$ cat config.mk
export PLATFORM = sky130hd
export DESIGN_NAME = pc_stack_unit
export DESIGN_NICKNAME = d
export VERILOG_FILES = /design/src/rtl/pc_stack_unit.sv
export SDC_FILE = /design/constraint.sdc
export NUM_CORES = 1
export LEC_CHECK = 0
export CAP_MARGIN = 25
export CELL_PAD_IN_SITES_DETAIL_PLACEMENT = 0
export CELL_PAD_IN_SITES_GLOBAL_PLACEMENT = 1
export CORE_MARGIN = 4
export CORE_UTILIZATION = 35
export CTS_BUF_LIST = sky130_fd_sc_hd__clkbuf_16
export CTS_CLUSTER_DIAMETER = 120
export DETAILED_ROUTE_END_ITERATION = 10
export PLACE_DENSITY = 0.73
export SYNTH_ARGS = -nofsm -noshare
export SYNTH_HDL_FRONTEND = slang
export SYNTH_SLANG_ARGS = --single-unit
$ cat constraint.sdc
create_clock -name clock -period 3.1 [get_ports clock]
set_clock_uncertainty 0.05 [all_clocks]
set_input_delay 0.62 -clock clock [delete_from_list [all_inputs] [get_ports clock]]
set_output_delay 0.62 -clock clock [all_outputs]
set_load 0.01 [all_outputs]
$ cat src/rtl/pc_stack_unit.sv
// Fetch-stage program counter with a circular hardware return stack.
// Overflow overwrites the oldest entry; both error flags are sticky until cleared.
module pc_stack_unit #(
    parameter int                  PC_WIDTH     = 10,
    parameter int                  SP_WIDTH     = 3,
    parameter logic [PC_WIDTH-1:0] RESET_VECTOR = '0,
    parameter logic [PC_WIDTH-1:0] INT_VECTOR   = PC_WIDTH'(4)
) (
    input  logic                clock,
    input  logic                reset,
    input  logic                en,
    input  logic                int_en,
    input  logic                goto_en,
    input  logic                call_en,
    input  logic                ret_en,
    input  logic                jump_en,
    input  logic                skip_en,
    input  logic [PC_WIDTH-1:0] target,
    input  logic                clear_flags,
    output logic [PC_WIDTH-1:0] pc,
    output logic [PC_WIDTH-1:0] stack_top,
    output logic [SP_WIDTH-1:0] sp,
    output logic [SP_WIDTH:0]   depth,
    output logic                stack_overflow,
    output logic                stack_underflow
);

    localparam int                DEPTH      = 2 ** SP_WIDTH;
    localparam logic [SP_WIDTH:0] DEPTH_FULL = (SP_WIDTH + 1)'(DEPTH);

    logic [PC_WIDTH-1:0] pc_q, pc_d;
    logic [SP_WIDTH-1:0] sp_q, sp_d;
    logic [SP_WIDTH:0]   depth_q, depth_d;
    logic                ovf_q, ovf_d;
    logic                unf_q, unf_d;
    logic [PC_WIDTH-1:0] stack_q [DEPTH];
    logic [PC_WIDTH-1:0] stack_d [DEPTH];

    logic [SP_WIDTH-1:0] sp_prev;
    logic                do_push;
    logic                do_pop;
    logic [PC_WIDTH-1:0] push_val;

    assign sp_prev = sp_q - 1'b1;

    // One action per edge, highest priority first.
    always_comb begin
        do_push  = 1'b0;
        do_pop   = 1'b0;
        push_val = pc_q;
        pc_d     = pc_q;
        if (en) begin
            if (int_en) begin
                do_push  = 1'b1;
                push_val = pc_q;
                pc_d     = INT_VECTOR;
            end else if (goto_en) begin
                pc_d = target;
            end else if (call_en) begin
                do_push  = 1'b1;
                push_val = pc_q + 1'b1;
                pc_d     = target;
            end else if (ret_en) begin
                do_pop = 1'b1;
                pc_d   = stack_q[sp_prev];
            end else if (jump_en) begin
                pc_d = target;
            end else if (skip_en) begin
                pc_d = pc_q + PC_WIDTH'(2);
            end else begin
                pc_d = pc_q + 1'b1;
            end
        end
    end

    // Clear is applied first so a same-edge error still sets the flag.
    always_comb begin
        stack_d = stack_q;
        sp_d    = sp_q;
        depth_d = depth_q;
        ovf_d   = clear_flags ? 1'b0 : ovf_q;
        unf_d   = clear_flags ? 1'b0 : unf_q;
        if (do_push) begin
            stack_d[sp_q] = push_val;
            sp_d          = sp_q + 1'b1;
            if (depth_q == DEPTH_FULL) begin
                ovf_d = 1'b1;
            end else begin
                depth_d = depth_q + 1'b1;
            end
        end else if (do_pop) begin
            sp_d = sp_prev;
            if (depth_q == '0) begin
                unf_d = 1'b1;
            end else begin
                depth_d = depth_q - 1'b1;
            end
        end
    end

    always_ff @(posedge clock or posedge reset) begin
        if (reset) begin
            pc_q    <= RESET_VECTOR;
            sp_q    <= '0;
            depth_q <= '0;
            ovf_q   <= 1'b0;
            unf_q   <= 1'b0;
            for (int i = 0; i < DEPTH; i++) begin
                stack_q[i] <= '0;
            end
        end else begin
            pc_q    <= pc_d;
            sp_q    <= sp_d;
            depth_q <= depth_d;
            ovf_q   <= ovf_d;
            unf_q   <= unf_d;
            stack_q <= stack_d;
        end
    end

    assign pc              = pc_q;
    assign stack_top       = stack_q[sp_prev];
    assign sp              = sp_q;
    assign depth           = depth_q;
    assign stack_overflow  = ovf_q;
    assign stack_underflow = unf_q;

endmodule
==> reports/results.ini <==
[status]
status=finished, final reports clean

[grt]
grt-ovfl-total=0
grt_pass1_vias=3809
antenna_found_initial=0
grt_use_total_pct=16.7
grt_pass1_wl_mm=21.2
grt_max_degree=42

[clock_network]
cts.sinks=99
cts_tree=done
cts_made_buffers=9
clock_latency_ns=0.35
cts-root-buf=clkbuf_16
htree_levels=3
clk_path_buf_depth=2
clk_pin_slew_worst_paths_ns=0.07

[power_and_ir_drop]
ir_drop_mv=0.366
power.internal_mw=3.81
p_per_area_mw_per_mm2=968
leakage_nw=2.67
power_frac_clock_pct=18.6
p_comb_share_pct=45.5
p_sw_mw=2.16
power_frac_seq_pct=35.9
switching_share_pct=36.1

[logic_synthesis]
synth_seq_cells=99
synth_area_mm2=0.00507
synthCells=490
syn-num-nets=517
synth_seq_area_share_pct=48.9
synth_area_per_cell_um2=10.3
ys_warn_count=0
synth_ff_type=dfrtp_1
synth_edf_count=0
synth_cell_type_count=59
async_flop_share_pct=100

[route]
drt-total-wl_mm=13.3
drt_iter0_markers=254
vias=3900
via_per_inst=5.36
drtPass1Iterations=4
ant_nets=0
drc_errors=0
wire_per_inst_um=18.3

[timing]
rsz0062_at_grt=false
finalCritPeriodShare_pct=97.7
tns_ns=0
finalHoldViolCount=0
setup_viol=0
worstMarginPinSlew_ns=0.772
fmax_mhz=330
layout_setup_ws_ns=0.0715
finalCriticalPeriod_ns=3.03
report.final.slew_viol_count=0
slew_headroom_pct=48.2

[floorplanning]
floorplan.initialDensity_pct=36.1
die_y_um=128
fp-row-count=43
boundaryPins=49
coreArea_mm2=0.0140
die_w_um=128
die_area_mm2=0.0165

[final_layout]
nets=569
regArea_mm2=0.00248
multiInputGateArea_mm2=0.00237
fillers=1304
diodes=0
drive_above_1_share_pct=14.6
area_growth_pct=21.6

[critical_path]
critPathKind=flop to output pin
start_kind=flop
critical_path_required_ns=2.43
critPathArrivalTime_ns=2.36
crit_fanout=11
cp-end-kind=output pin

[job]
cap_violations=0

[placement]
numPortBuffers=48
post-dp-hpwl_mm=9.17
dp_slack_ns=0.309
place_congestion=0.819

[worst_hold_path]
hold_class=flop to flop

-- synthesized netlist by cell type (7+ instances only) --
cell / count / area share, %
mux2_2: 10 / 2.2
buf_2: 7 / 0.69
xnor2_1: 13 / 2.2
o21ai_0: 75 / 7.4
dfrtp_1: 99 / 49
nor2_1: 14 / 1.0
o21ai_1: 16 / 1.6
a21oi_1: 14 / 1.4
clkbuf_1: 19 / 1.4
inv_1: 15 / 1.1
mux4_2: 15 / 6.7
nand2_1: 93 / 6.9
-- critical path: stages (launching register included) --
cell             delay [ns]
dfrtp_1                0.39
inv_2                  0.09
ha_4                   0.29
buf_12                 0.14
mux4_2                 0.30
mux2_2                 0.31
clkdlybuf4s50_1        0.49
-- metrics by stage --
stage | hold WS (ns) | instance area, µm² | std cells | power [mW] | util [%]
after floorplan | 0.392 | 5070 | 490 | 3.80 | -
after global placement | 0.403 | 5830 | 710 | 4.75 | 41.5
after detailed placement | 0.415 | 5830 | 710 | 4.82 | 41.5
after CTS | 0.433 | 6160 | 727 | 6.02 | 43.9
after global routing | 0.446 | 6170 | 727 | 6.38 | 43.9
final | 0.427 | 6170 | 727 | 5.97 | 43.9
-- state kept, by name, summed over array words and instances (netlist names) --
register and flops:
stack_q 80, pc 10, depth 4, sp 3
stack_overflow 1, stack_underflow 1
-- cells in the final DEF, fill, tap and decap left out, drive strengths merged, types with 2 or more instances in the layout --
master and instances:
nor3 4, and4 2, xnor2 13, clkbuf 9, nand3 6, or3 2, a211o 2, and3 3
clkdlybuf4s50 40, a21oi 14, a22oi 3, mux2 12, ha 6, xor2 7, o22ai 2, dfrtp 99
a31oi 4, inv 20, buf 25, o21ai 91, nor2b 2, o2111ai 2, nand2 93, dlygate4sd2 7
o221ai 5, mux4 20, a21o 3, nor2 15, or4 4, o2bb2ai 3, clkinv 3, nand4 6
nor4 2
-- area by class of cell --
cell class                      instances  share of cell area, %
Clock buffer                            9                   3.65
Clock inverter                          7                   1.08
Inverter                               17                   1.10
Multi-Input combinational cell        341                   38.4
Sequential cell                        99                   40.2
Tap cell                              180                   3.65
Timing Repair Buffer                   74                   11.9
-- power by group through the flow --
stage | logic [mW] | clock network, mW | registers, mW
4_1_cts | 2.74 | 1.14 | 2.14
2_1_floorplan | 1.73 | 0 | 2.08
3_5_place_dp | 2.66 | 0 | 2.16
6_report | 2.71 | 1.11 | 2.15
5_1_grt | 2.97 | 1.19 | 2.21
3_3_place_gp | 2.61 | 0 | 2.14
-- metal layers --
| metal | wire length [µm] | global-route usage [%] | part of all wire (%) |
|---|---|---|---|
| met1 | 5940 | 22.2 | 45 |
| met2 | 6160 | 26.6 | 46 |
| met3 | 806 | 3.65 | 6.0 |
| met4 | 435 | 6.80 | 3.3 |
| met5 | 0 | 0 | 0 |
-- cells by family after synthesis --
logic type / synth area share, %
and+or+nand+nor: 12.6
AOI/OAI and AO/OA: 15.9
DFF: 48.9
buffers and inverters: 4.64
muxes: 12.3
xor gates and xnor gates: 3.83
adders and majority gates: 1.88
-- path summary, 6_finish.rpt --
check                            startpoint      endpoint  slack [ns]  cells past startpoint
worst max-delay path                  sp[0]  stack_top[7]        0.07                      6
worst min-delay path            stack_q[23]   stack_q[23]        0.43                      2
worst max register to register        sp[0]         pc[5]        0.82                      8
worst min register to register  stack_q[23]   stack_q[23]        0.43                      2
max in group asynchronous             reset    stack_q[7]        1.71                      3
min in group asynchronous             reset   stack_q[20]        0.67                      2
-- timing repair --
action                     CTS  global route
setup endpoints to repair   10             3
resized for setup           10             2
gates cloned                 1             0
buffers inserted             0             0
hold buffers                 0             0
Power figures use the tool's default switching activity.
